==> src/rtl/mips_pipe_ctrl.sv <==
// mips_pipe_ctrl: control unit for a five-stage (F/D/E/M/W) MIPS pipeline.
// Decodes the D-stage instruction, carries E/M/W control fields in
// pipeline registers and resolves data hazards with Tuse/Tnew stalls and
// forwarding selects (or stall-only operation when ENABLE_FWD = 0).
module mips_pipe_ctrl #(
    parameter int unsigned REG_AW     = 5,
    parameter bit          ENABLE_FWD = 1'b1
) (
    input  logic              clk,
    input  logic              reset,
    input  logic [31:0]       instr_d,
    input  logic              cmp_eq,
    output logic              stall,
    output logic [1:0]        npc_sel,
    output logic              ext_op,
    output logic              alu_src_e,
    output logic [1:0]        alu_op_e,
    output logic              mem_write_m,
    output logic              reg_write_w,
    output logic [1:0]        wd_sel_w,
    output logic [REG_AW-1:0] wa_w,
    output logic [1:0]        fwd_rs_d,
    output logic [1:0]        fwd_rt_d,
    output logic [1:0]        fwd_rs_e,
    output logic [1:0]        fwd_rt_e,
    output logic              fwd_rt_m
);

    // Opcode / function encodings
    localparam logic [5:0] OP_RTYPE = 6'b000000;
    localparam logic [5:0] OP_ORI   = 6'b001101;
    localparam logic [5:0] OP_LUI   = 6'b001111;
    localparam logic [5:0] OP_LW    = 6'b100011;
    localparam logic [5:0] OP_SW    = 6'b101011;
    localparam logic [5:0] OP_BEQ   = 6'b000100;
    localparam logic [5:0] OP_J     = 6'b000010;
    localparam logic [5:0] OP_JAL   = 6'b000011;
    localparam logic [5:0] FN_ADDU  = 6'b100001;
    localparam logic [5:0] FN_SUBU  = 6'b100011;
    localparam logic [5:0] FN_JR    = 6'b001000;

    // Next-PC selects
    localparam logic [1:0] NPC_PC4 = 2'b00;
    localparam logic [1:0] NPC_BR  = 2'b01;
    localparam logic [1:0] NPC_J   = 2'b10;
    localparam logic [1:0] NPC_JR  = 2'b11;

    // Write-data selects
    localparam logic [1:0] WD_ALU = 2'b00;
    localparam logic [1:0] WD_MEM = 2'b01;
    localparam logic [1:0] WD_PC8 = 2'b10;

    // ALU operations
    localparam logic [1:0] ALU_ADD = 2'b00;
    localparam logic [1:0] ALU_SUB = 2'b01;
    localparam logic [1:0] ALU_OR  = 2'b10;
    localparam logic [1:0] ALU_LUI = 2'b11;

    // Forwarding selects (D stage uses all four, E stage the lower three)
    localparam logic [1:0] FWD_RF = 2'b00;
    localparam logic [1:0] FWD_W  = 2'b01;
    localparam logic [1:0] FWD_M  = 2'b10;
    localparam logic [1:0] FWD_E  = 2'b11;

    localparam logic [REG_AW-1:0] ZERO_REG = {REG_AW{1'b0}};
    localparam logic [REG_AW-1:0] LINK_REG = {REG_AW{1'b1}};

    // Tnew counts down one per stage and never goes below zero.
    function automatic logic [1:0] sat_dec(input logic [1:0] t);
        logic [1:0] r;
        if (t == 2'd0) begin
            r = 2'd0;
        end else begin
            r = t - 2'd1;
        end
        return r;
    endfunction

    // A D source conflicts with a producer stage if it reads the register
    // being written; with forwarding only if the value is not ready in time.
    function automatic logic src_hazard(input logic [REG_AW-1:0] src,
                                        input logic [1:0]        tuse,
                                        input logic [REG_AW-1:0] wa,
                                        input logic [1:0]        tnew);
        logic hit;
        logic r;
        hit = (src != ZERO_REG) && (src == wa);
        if (ENABLE_FWD) begin
            r = hit && (tuse < tnew);
        end else begin
            r = hit;
        end
        return r;
    endfunction

    // D-stage forward source: youngest matching stage wins; a match whose
    // value is not yet produced blocks the older stages.
    function automatic logic [1:0] fwd_sel_d(input logic [REG_AW-1:0] src,
                                             input logic [REG_AW-1:0] wa_e,
                                             input logic [1:0]        tnew_e,
                                             input logic [REG_AW-1:0] wa_m,
                                             input logic [1:0]        tnew_m,
                                             input logic [REG_AW-1:0] wa_wb,
                                             input logic [1:0]        tnew_wb);
        logic [1:0] sel;
        if (src == ZERO_REG) begin
            sel = FWD_RF;
        end else if (src == wa_e) begin
            sel = (tnew_e == 2'd0) ? FWD_E : FWD_RF;
        end else if (src == wa_m) begin
            sel = (tnew_m == 2'd0) ? FWD_M : FWD_RF;
        end else if (src == wa_wb) begin
            sel = (tnew_wb == 2'd0) ? FWD_W : FWD_RF;
        end else begin
            sel = FWD_RF;
        end
        return sel;
    endfunction

    // E-stage forward source from the M and W producers.
    function automatic logic [1:0] fwd_sel_e(input logic [REG_AW-1:0] src,
                                             input logic [REG_AW-1:0] wa_m,
                                             input logic [1:0]        tnew_m,
                                             input logic [REG_AW-1:0] wa_wb,
                                             input logic [1:0]        tnew_wb);
        logic [1:0] sel;
        if (src == ZERO_REG) begin
            sel = FWD_RF;
        end else if (src == wa_m) begin
            sel = (tnew_m == 2'd0) ? FWD_M : FWD_RF;
        end else if (src == wa_wb) begin
            sel = (tnew_wb == 2'd0) ? FWD_W : FWD_RF;
        end else begin
            sel = FWD_RF;
        end
        return sel;
    endfunction

    // Instruction fields
    logic [5:0]        op_s;
    logic [5:0]        func_s;
    logic [REG_AW-1:0] rs_f_s;
    logic [REG_AW-1:0] rt_f_s;
    logic [REG_AW-1:0] rd_f_s;
    logic              unused_shamt_s;

    assign op_s           = instr_d[31:26];
    assign func_s         = instr_d[5:0];
    assign rs_f_s         = REG_AW'(instr_d[25:21]);
    assign rt_f_s         = REG_AW'(instr_d[20:16]);
    assign rd_f_s         = REG_AW'(instr_d[15:11]);
    assign unused_shamt_s = ^instr_d[10:6];

    // Decoded D-stage controls
    logic              dec_rw_s;
    logic [REG_AW-1:0] dec_wa_s;
    logic [1:0]        dec_wd_s;
    logic              dec_alu_src_s;
    logic [1:0]        dec_alu_op_s;
    logic              dec_mw_s;
    logic [1:0]        dec_tnew_s;
    logic              use_rs_s;
    logic              use_rt_s;
    logic [1:0]        tuse_rs_s;
    logic [1:0]        tuse_rt_s;
    logic [1:0]        dec_npc_s;
    logic              dec_ext_s;
    logic [REG_AW-1:0] src_rs_s;
    logic [REG_AW-1:0] src_rt_s;

    // E stage registers
    logic              rw_e_q, rw_e_d;
    logic [REG_AW-1:0] wa_e_q, wa_e_d;
    logic [1:0]        wd_e_q, wd_e_d;
    logic              alu_src_e_q, alu_src_e_d;
    logic [1:0]        alu_op_e_q, alu_op_e_d;
    logic              mw_e_q, mw_e_d;
    logic [1:0]        tnew_e_q, tnew_e_d;
    logic [REG_AW-1:0] rs_e_q, rs_e_d;
    logic [REG_AW-1:0] rt_e_q, rt_e_d;

    // M stage registers
    logic              rw_m_q, rw_m_d;
    logic [REG_AW-1:0] wa_m_q, wa_m_d;
    logic [1:0]        wd_m_q, wd_m_d;
    logic              mw_m_q, mw_m_d;
    logic [1:0]        tnew_m_q, tnew_m_d;
    logic [REG_AW-1:0] rt_m_q, rt_m_d;

    // W stage registers
    logic              rw_w_q, rw_w_d;
    logic [REG_AW-1:0] wa_w_q, wa_w_d;
    logic [1:0]        wd_w_q, wd_w_d;
    logic [1:0]        tnew_w_q, tnew_w_d;

    // Hazard / select results
    logic       stall_s;
    logic [1:0] npc_sel_s;
    logic [1:0] fwd_rs_d_s;
    logic [1:0] fwd_rt_d_s;
    logic [1:0] fwd_rs_e_s;
    logic [1:0] fwd_rt_e_s;
    logic       fwd_rt_m_s;

    // Decode the D-stage instruction; unknown encodings stay a nop.
    always_comb begin
        dec_rw_s      = 1'b0;
        dec_wa_s      = ZERO_REG;
        dec_wd_s      = WD_ALU;
        dec_alu_src_s = 1'b0;
        dec_alu_op_s  = ALU_ADD;
        dec_mw_s      = 1'b0;
        dec_tnew_s    = 2'd0;
        use_rs_s      = 1'b0;
        use_rt_s      = 1'b0;
        tuse_rs_s     = 2'd0;
        tuse_rt_s     = 2'd0;
        dec_npc_s     = NPC_PC4;
        dec_ext_s     = 1'b0;
        case (op_s)
            OP_RTYPE: begin
                case (func_s)
                    FN_ADDU: begin
                        dec_rw_s     = 1'b1;
                        dec_wa_s     = rd_f_s;
                        dec_alu_op_s = ALU_ADD;
                        dec_tnew_s   = 2'd1;
                        use_rs_s     = 1'b1;
                        use_rt_s     = 1'b1;
                        tuse_rs_s    = 2'd1;
                        tuse_rt_s    = 2'd1;
                    end
                    FN_SUBU: begin
                        dec_rw_s     = 1'b1;
                        dec_wa_s     = rd_f_s;
                        dec_alu_op_s = ALU_SUB;
                        dec_tnew_s   = 2'd1;
                        use_rs_s     = 1'b1;
                        use_rt_s     = 1'b1;
                        tuse_rs_s    = 2'd1;
                        tuse_rt_s    = 2'd1;
                    end
                    FN_JR: begin
                        use_rs_s  = 1'b1;
                        tuse_rs_s = 2'd0;
                        dec_npc_s = NPC_JR;
                    end
                    default: begin
                        dec_rw_s = 1'b0;
                    end
                endcase
            end
            OP_ORI: begin
                dec_rw_s      = 1'b1;
                dec_wa_s      = rt_f_s;
                dec_alu_src_s = 1'b1;
                dec_alu_op_s  = ALU_OR;
                dec_tnew_s    = 2'd1;
                use_rs_s      = 1'b1;
                tuse_rs_s     = 2'd1;
            end
            OP_LUI: begin
                dec_rw_s      = 1'b1;
                dec_wa_s      = rt_f_s;
                dec_alu_src_s = 1'b1;
                dec_alu_op_s  = ALU_LUI;
                dec_tnew_s    = 2'd1;
                use_rs_s      = 1'b1;
                tuse_rs_s     = 2'd1;
            end
            OP_LW: begin
                dec_rw_s      = 1'b1;
                dec_wa_s      = rt_f_s;
                dec_wd_s      = WD_MEM;
                dec_alu_src_s = 1'b1;
                dec_tnew_s    = 2'd2;
                use_rs_s      = 1'b1;
                tuse_rs_s     = 2'd1;
                dec_ext_s     = 1'b1;
            end
            OP_SW: begin
                dec_mw_s      = 1'b1;
                dec_alu_src_s = 1'b1;
                use_rs_s      = 1'b1;
                use_rt_s      = 1'b1;
                tuse_rs_s     = 2'd1;
                tuse_rt_s     = 2'd2;
                dec_ext_s     = 1'b1;
            end
            OP_BEQ: begin
                use_rs_s  = 1'b1;
                use_rt_s  = 1'b1;
                tuse_rs_s = 2'd0;
                tuse_rt_s = 2'd0;
                dec_npc_s = NPC_BR;
                dec_ext_s = 1'b1;
            end
            OP_J: begin
                dec_npc_s = NPC_J;
            end
            OP_JAL: begin
                dec_rw_s   = 1'b1;
                dec_wa_s   = LINK_REG;
                dec_wd_s   = WD_PC8;
                dec_tnew_s = 2'd0;
                dec_npc_s  = NPC_J;
            end
            default: begin
                dec_rw_s = 1'b0;
            end
        endcase
    end

    // Unused sources collapse to $0, which never matches a producer.
    assign src_rs_s = use_rs_s ? rs_f_s : ZERO_REG;
    assign src_rt_s = use_rt_s ? rt_f_s : ZERO_REG;

    // Stall detection against the E and M producers; W never stalls
    // because the register file is write-before-read.
    always_comb begin
        stall_s = src_hazard(src_rs_s, tuse_rs_s, wa_e_q, tnew_e_q)
                | src_hazard(src_rs_s, tuse_rs_s, wa_m_q, tnew_m_q)
                | src_hazard(src_rt_s, tuse_rt_s, wa_e_q, tnew_e_q)
                | src_hazard(src_rt_s, tuse_rt_s, wa_m_q, tnew_m_q);
    end

    // Next-PC select; a stall holds the PC regardless of the branch.
    always_comb begin
        npc_sel_s = NPC_PC4;
        if (stall_s) begin
            npc_sel_s = NPC_PC4;
        end else if (dec_npc_s == NPC_BR) begin
            npc_sel_s = cmp_eq ? NPC_BR : NPC_PC4;
        end else begin
            npc_sel_s = dec_npc_s;
        end
    end

    // Forwarding mux selects for D, E and M consumers.
    always_comb begin
        fwd_rs_d_s = FWD_RF;
        fwd_rt_d_s = FWD_RF;
        fwd_rs_e_s = FWD_RF;
        fwd_rt_e_s = FWD_RF;
        fwd_rt_m_s = 1'b0;
        if (ENABLE_FWD) begin
            fwd_rs_d_s = fwd_sel_d(src_rs_s, wa_e_q, tnew_e_q, wa_m_q, tnew_m_q,
                                   wa_w_q, tnew_w_q);
            fwd_rt_d_s = fwd_sel_d(src_rt_s, wa_e_q, tnew_e_q, wa_m_q, tnew_m_q,
                                   wa_w_q, tnew_w_q);
            fwd_rs_e_s = fwd_sel_e(rs_e_q, wa_m_q, tnew_m_q, wa_w_q, tnew_w_q);
            fwd_rt_e_s = fwd_sel_e(rt_e_q, wa_m_q, tnew_m_q, wa_w_q, tnew_w_q);
            fwd_rt_m_s = (rt_m_q != ZERO_REG) && (rt_m_q == wa_w_q)
                         && (tnew_w_q == 2'd0);
        end else begin
            fwd_rs_d_s = FWD_RF;
            fwd_rt_d_s = FWD_RF;
            fwd_rs_e_s = FWD_RF;
            fwd_rt_e_s = FWD_RF;
            fwd_rt_m_s = 1'b0;
        end
    end

    // Next E contents: decoded instruction, or a bubble while stalling.
    always_comb begin
        rw_e_d      = 1'b0;
        wa_e_d      = ZERO_REG;
        wd_e_d      = WD_ALU;
        alu_src_e_d = 1'b0;
        alu_op_e_d  = ALU_ADD;
        mw_e_d      = 1'b0;
        tnew_e_d    = 2'd0;
        rs_e_d      = ZERO_REG;
        rt_e_d      = ZERO_REG;
        if (stall_s) begin
            rw_e_d = 1'b0;
        end else begin
            rw_e_d      = dec_rw_s;
            wa_e_d      = dec_wa_s;
            wd_e_d      = dec_wd_s;
            alu_src_e_d = dec_alu_src_s;
            alu_op_e_d  = dec_alu_op_s;
            mw_e_d      = dec_mw_s;
            tnew_e_d    = dec_tnew_s;
            rs_e_d      = src_rs_s;
            rt_e_d      = src_rt_s;
        end
    end

    // Advance E->M and M->W with Tnew counting down.
    always_comb begin
        rw_m_d   = rw_e_q;
        wa_m_d   = wa_e_q;
        wd_m_d   = wd_e_q;
        mw_m_d   = mw_e_q;
        tnew_m_d = sat_dec(tnew_e_q);
        rt_m_d   = rt_e_q;
        rw_w_d   = rw_m_q;
        wa_w_d   = wa_m_q;
        wd_w_d   = wd_m_q;
        tnew_w_d = sat_dec(tnew_m_q);
    end

    // Pipeline control registers; reset empties every stage.
    always_ff @(posedge clk) begin
        if (reset) begin
            rw_e_q      <= 1'b0;
            wa_e_q      <= ZERO_REG;
            wd_e_q      <= WD_ALU;
            alu_src_e_q <= 1'b0;
            alu_op_e_q  <= ALU_ADD;
            mw_e_q      <= 1'b0;
            tnew_e_q    <= 2'd0;
            rs_e_q      <= ZERO_REG;
            rt_e_q      <= ZERO_REG;
            rw_m_q      <= 1'b0;
            wa_m_q      <= ZERO_REG;
            wd_m_q      <= WD_ALU;
            mw_m_q      <= 1'b0;
            tnew_m_q    <= 2'd0;
            rt_m_q      <= ZERO_REG;
            rw_w_q      <= 1'b0;
            wa_w_q      <= ZERO_REG;
            wd_w_q      <= WD_ALU;
            tnew_w_q    <= 2'd0;
        end else begin
            rw_e_q      <= rw_e_d;
            wa_e_q      <= wa_e_d;
            wd_e_q      <= wd_e_d;
            alu_src_e_q <= alu_src_e_d;
            alu_op_e_q  <= alu_op_e_d;
            mw_e_q      <= mw_e_d;
            tnew_e_q    <= tnew_e_d;
            rs_e_q      <= rs_e_d;
            rt_e_q      <= rt_e_d;
            rw_m_q      <= rw_m_d;
            wa_m_q      <= wa_m_d;
            wd_m_q      <= wd_m_d;
            mw_m_q      <= mw_m_d;
            tnew_m_q    <= tnew_m_d;
            rt_m_q      <= rt_m_d;
            rw_w_q      <= rw_w_d;
            wa_w_q      <= wa_w_d;
            wd_w_q      <= wd_w_d;
            tnew_w_q    <= tnew_w_d;
        end
    end

    assign stall       = stall_s;
    assign npc_sel     = npc_sel_s;
    assign ext_op      = dec_ext_s;
    assign fwd_rs_d    = fwd_rs_d_s;
    assign fwd_rt_d    = fwd_rt_d_s;
    assign fwd_rs_e    = fwd_rs_e_s;
    assign fwd_rt_e    = fwd_rt_e_s;
    assign fwd_rt_m    = fwd_rt_m_s;
    assign alu_src_e   = alu_src_e_q;
    assign alu_op_e    = alu_op_e_q;
    assign mem_write_m = mw_m_q;
    assign reg_write_w = rw_w_q;
    assign wd_sel_w    = wd_w_q;
    assign wa_w        = wa_w_q;

endmodule

==> config.mk <==
export PLATFORM = sky130hd
export DESIGN_NAME = mips_pipe_ctrl
export DESIGN_NICKNAME = d
export VERILOG_FILES = /design/src/rtl/mips_pipe_ctrl.sv
export SDC_FILE = /design/constraint.sdc
export NUM_CORES = 1
export LEC_CHECK = 0
export ABC_CLOCK_PERIOD_IN_PS = 3600
export BUFFER_PORTS_ARGS = -buffer_cell sky130_fd_sc_hd__buf_2
export CAP_MARGIN = 20
export CORE_UTILIZATION = 45
export DETAILED_ROUTE_END_ITERATION = 16
export GPL_TIMING_DRIVEN = 0
export PLACE_DENSITY_LB_ADDON = 0.05
export SETUP_SLACK_MARGIN = 0.1
export SYNTH_ARGS = -nofsm -noshare
export SYNTH_HDL_FRONTEND = slang
export SYNTH_SLANG_ARGS = --single-unit
==> constraint.sdc <==
create_clock -name clk -period 3.6 [get_ports clk]
set_input_delay 0.72 -clock clk [delete_from_list [all_inputs] [get_ports clk]]
set_output_delay 0.72 -clock clk [all_outputs]
set_load 0.005 [all_outputs]
=== Word-level counts from Yosys, hierarchy flattened ===
Cells that the tools add are included.

* Register bits: 50
* Input port bits: 35
* Memory bits (writable): 0
* Word-level logic and storage cells: 125
* Memories: 0
* ROM bits: 0
* Latch bits: 0
* Output and inout port bits: 25

* Div/mod/pow operators: 0
* Multiplexer cells: 41
* Multiply operators: 0
* Bitwise logic cells: 3
* Magnitude comparators: 4
* Equal/unequal tests: 22
* Reduce and logical (&&, ||, !) cells: 34
* Shift operators: 0
* Add/sub/neg operators: 2

{| class="wikitable"
|+ Operators by type and width
! kind !! count
|-
| $eq 5x5->1 || 11
|-
| $mux 2 || 15
|-
| $eq 6x6->1 const B || 4
|-
| $logic_not 5->1 || 4
|-
| $eq 6x4->1 const B || 3
|-
| $pmux 2 s3 || 3
|-
| $mux 5 || 3
|-
| $pmux 5 s3 || 1
|-
| $reduce_bool 5->1 || 3
|-
| $reduce_or 2->1 || 7
|-
| $mux 1 || 13
|-
| $eq 6x2->1 const B || 2
|-
| $logic_and 1x1->1 || 10
|-
| $reduce_or 3->1 || 3
|-
| $lt 2x2->1 || 4
|-
| $pmux 1 s2 || 4
|-
| $pmux 2 s2 || 2
|-
| $reduce_or 4->1 || 2
|-
| $eq 6x3->1 const B || 1
|-
| $logic_not 2->1 || 3
|-
| $logic_not 6->1 || 1
|-
| $reduce_or 5->1 || 1
|-
| $sub 2x1->2 const B || 2
|-
| $or 1x1->1 || 3
|-
| $eq 2x1->1 const B || 1
|}

=== Logic depth before layout (Yosys ltp) ===
* Word-level depth: 12
* Depth in mapped cells: 9

=== Worst setup path after synthesis ===
Ideal clock, no wire load.

* Kind: input -> output
* Start: input instr_d[27]
* End: output npc_sel[1]
* Path slack: 0.382 ns
* Data required time: 2.880 ns
* Buffers on the path: 2
* Data arrival time: 2.498 ns
* Stages: 8
* Path through: buf_4 > nor4_4 > o211ai_2 > o21a_1 > or3_4 > o31ai_4 > buf_6 > nor2_1

* Word-level cells in the longest chain between the ends: 11

{| class="wikitable"
|+ Ends and longest elaborated chain
! element !! line !! source
|-
| from (decl) || 11 || <nowiki>input logic [31:0] instr_d,</nowiki>
|-
| $eq 6x3->1, or another cell as far along || 220 || <nowiki>case (op_s)</nowiki>
|-
| $reduce_or 5->1 (no source line) || -- ||
|-
| $pmux 1 s2 || 220 ||
|-
| $mux 5 || 315 || <nowiki>assign src_rs_s = use_rs_s ? rs_f_s : ZERO_REG;</nowiki>
|-
| $eq 5x5->1 / $reduce_bool 5->1 (equally long branches) || 87 || <nowiki>hit = (src != ZERO_REG) && (src == wa);</nowiki>
|-
| $logic_and 1x1->1 || 87 ||
|-
| $logic_and 1x1->1 || 89 || <nowiki>r = hit && (tuse < tnew);</nowiki>
|-
| $or 1x1->1 || 322 || <nowiki>| src_hazard(src_rs_s, tuse_rs_s, wa_m_q, tnew_m_q)</nowiki>
|-
| $or 1x1->1 || 323 || <nowiki>| src_hazard(src_rt_s, tuse_rt_s, wa_e_q, tnew_e_q)</nowiki>
|-
| $or 1x1->1 || 324 || <nowiki>| src_hazard(src_rt_s, tuse_rt_s, wa_m_q, tnew_m_q);</nowiki>
|-
| $mux 2 (*) || 330 || <nowiki>if (stall_s) begin</nowiki>
|-
| to (decl) || 14 || <nowiki>output logic [1:0] npc_sel,</nowiki>
|}

Every way passes the cells marked *; elsewhere a longest branch is shown, timed or not.

=== Worst setup path in the final report ===
* Start: input instr_d[27]
* End: output npc_sel[0]

Same word-level chain as after synthesis.

==> results by group <==
Run status
  – Status: completed

Cells and area
  – Finished Layout Cells: 539
  – Design area: around 4000 um^2
  – Area of the multi-input gates: around 2200 um^2
  – Area growth, synth to finish: 24.9%
  – Final-stage net count: around 480
  – Fill cells: 630
  – FF/Latch Area: about 1000 um^2
  – Layout cell share with drive strength beyond 1: 0.289
  – Ant. Diodes: 0

Critical path
  – Max FO, Critical Path: 7
  – Crit Path Class: in -> out
  – FF-to-FF path depth: 9
  – Type of origin of the critical path: input pin
  – Worst EP arrival: ~2.7 ns
  – R2R Setup Slk: between 1 and 1.5 ns
  – Req. time, crit path: roughly 2.9 ns
  – Worst R2R Start: wa_m_q[1]
  – Capturing point of the worst reg2reg path: rs_e_q[1]
  – CP Capture Type: output pin

STA
  – Final Setup Violations: 0
  – Worst clock skew: just under 0.008 ns
  – RSZ-0062 raised after global routing: true
  – Final cycle utilization of the critical path: 0.951
  – Worst hold margin: 0.455 ns
  – Worst slew pin tran: ~0.64 ns
  – Hold Vio Cnt, Final: 0
  – Fmax: 292 MHz
  – Fin crit period: approximately 3.4 ns
  – Slew Viols, Final: 0
  – Slew margin rel.: 0.576

Synthesis
  – Sequential area share after synthesis: 0.310
  – Commonest register cell after synthesis: dfxtp_1
  – Post-Syn Instances: around 370
  – Post-Syn Area: 3230 um^2
  – Flops & latches, synth: 50
  – Fraction of registers with async set/reset: 0
  – Number of enable flip-flop cells after synthesis: 0
  – Post-synth cell types: 64
  – Cell taking the most area after synthesis: dfxtp_1
  – Syn. warnings: 0
  – Top-count cell post-synth: dfxtp_1
  – Mean Syn Cell Area: approximately 8.7 um^2
  – Post-Syn Nets: 412
  – Synth cell count leaders: 50 x dfxtp_1, 28 x xnor2_1, 24 x clkbuf_1, 22 x nor3_1, 21 x nor2b_1
  – Post-synth top area share: 0.310
  – Synth area leaders: dfxtp_1 31%, xnor2_1 7.6%, xor2_1 4.9%, nor2b_1 4.1%, nor4_2 3.9%

Power
  – Power, Total: approximately 1100 uW
  – Maximum vdd drop: 0.265 mV
  – Power density cells: ~270 nW/um^2
  – Leak Pwr: ~0.0016 uW

Route
  – Vias/cell: approximately 5.6
  – Drt drc: 0
  – Routed WL: 9140 um
  – Total number of vias: between 3000 and 4000
  – Drt pass-1 iters: 4
  – Routed WL per cell: ~17 um
  – ANT nets after route: 0
  – Initial drt markers: around 200

Floorplanning
  – Starting density of the core: 0.470
  – I/O pin count: 60
  – # rows: 30
  – Core area: between 6000 and 7000 um^2
  – Chip height: roughly 87 um
  – Die width: 86.7 um
  – Die ar.: around 7500 um^2

Clocking
  – H-tree Lvls: 2
  – Worst-path clk slew: 0.10 ns
  – Clock root cell: clkbuf_8
  – Bufs on Longest Clock Path: 2
  – CTS Sinks: 50
  – Clock latency on the worst-skew pair: approximately 0.31 ns
  – CTS tree: done
  – Number of CTS-inserted buffers: 5

GRT
  – Vias in the first global route: roughly 2800
  – Total Routing Usage GR: 0.253
  – Largest net degree at the start of global routing: 19
  – Gr ovfl total: 0
  – Initial antenna violation count: 0
  – First-pass GRT wire length: roughly 14000 um

Place
  – DP HPWL: 6610 um
  – Cell count after placement: just over 500
  – Port Buf Inserts: 46
  – Placed inst area: ~3600 um^2
  – Routability-driven placement congestion ratio: around 0.96

Min path
  – Min-Delay Path Class: reg -> reg
  – Min-Delay Path Depth: 1
  – HP Start: rw_e_q
  – Hold EP: rw_m_q

Flow run
  – Maxcap violations: 0
[worst max path at each step]
stage                start          end  slack [ns]  depth (start not counted)
2_1_floorplan  instr_d[27]   npc_sel[1]        0.38                          8
3_3_place_gp   instr_d[28]   npc_sel[0]       -0.21                         11
3_5_place_dp   instr_d[28]   npc_sel[0]       -0.25                         11
4_1_cts        instr_d[31]  fwd_rs_d[1]        0.10                         10
5_1_grt        instr_d[28]   npc_sel[0]        0.04                         10
6_report       instr_d[27]   npc_sel[0]        0.18                          9
[power breakdown]
| group | total [uW] | switching [uW] | leakage [uW] | internal, uW |
|---|---|---|---|---|
| Combinational | 181 | 101 | 0.00114 | 79.9 |
| Clock | 355 | 211 | 0.0000502 | 145 |
| Sequential | 561 | 3.93 | 0.000403 | 557 |
[worst max-delay path: stages]
cell,delay [ns]
buf_12,0.11
nor4_4,0.39
o211ai_2,0.21
o21a_2,0.19
or3_4,0.41
o31ai_4,0.34
buf_6,0.16
nor3_2,0.04
buf_2,0.12
[through the flow]
stage               setup WS [ns]   util  setup TNS, ns
finish                      0.178  0.587              0
global placement           -0.210  0.521         -0.506
global route               0.0416  0.587              0
CTS                         0.100  0.561              0
floorplan                   0.382      -              0
detailed placement         -0.252  0.521         -0.621
[metal layers]
layer / vias up / global-route usage / wire length [um]
met2: 84 / 0.404 / 4150
met3: 17 / 0.0286 / 506
li1: 1498 / - / -
met5: - / 0 / 0
met4: 0 / 0.0924 / 250
met1: 1434 / 0.352 / 4230
[logic make-up after synthesis]
logic type | synth area share
flip-flops | 0.310
XOR/XNOR | 0.125
AND/OR/NAND/NOR | 0.322
buffers and inverters | 0.0658
AO/OA/AOI/OAI | 0.156
adder cells (fa/ha/maj) | 0.0155
multiplexers | 0.00658
[layout by cell type, fill, tap and decap left out, types with 3 or more instances in the layout]
master / n
a21oi_1: 6
and4b_1: 3
nor2_1: 17
xor2_1: 18
a211oi_1: 3
nor4_1: 10
nor2b_1: 21
a221oi_1: 6
nand4_1: 4
nor3_1: 20
nand2b_1: 3
nand3b_1: 13
inv_1: 13
clkbuf_8: 5
buf_4: 16
nand2_1: 9
buf_6: 11
clkbuf_1: 23
xnor2_1: 28
ha_1: 4
or4_1: 6
o21ai_0: 9
buf_2: 44
nor4_2: 10
o211ai_1: 3
dfxtp_1: 50
nand3_1: 15
[final cells by class]
class	instances	area share
multi-input combinational	276	0.543
timing repair buffer	62	0.0915
clock inverter	3	0.00713
inverter	13	0.0121
sequential	50	0.248
clock buffer	5	0.0171
tap	96	0.0298
buffer	34	0.0518
[state kept, by name, summed over array words and instances (netlist names), 2 cells and up]
signal,count
tnew_w_q,2
wd_e_q,2
rt_e_q,5
wd_sel_w,2
alu_op_e,2
wd_m_q,2
rt_m_q,5
wa_e_q,5
wa_w,5
tnew_e_q,2
rs_e_q,5
wa_m_q,5
tnew_m_q,2
[timing repair]
| action | in CTS | in global routing |
|---|---|---|
| endpoints found under the setup margin | 7 | 6 |
| pin swaps | 10 | 14 |
| endpoints found under the hold margin | 0 | 0 |
| setup buffers | 8 | 8 |
| hold buffers | 0 | 0 |
| gates resized for setup | 21 | 34 |
Power figures use the tool's default switching activity.
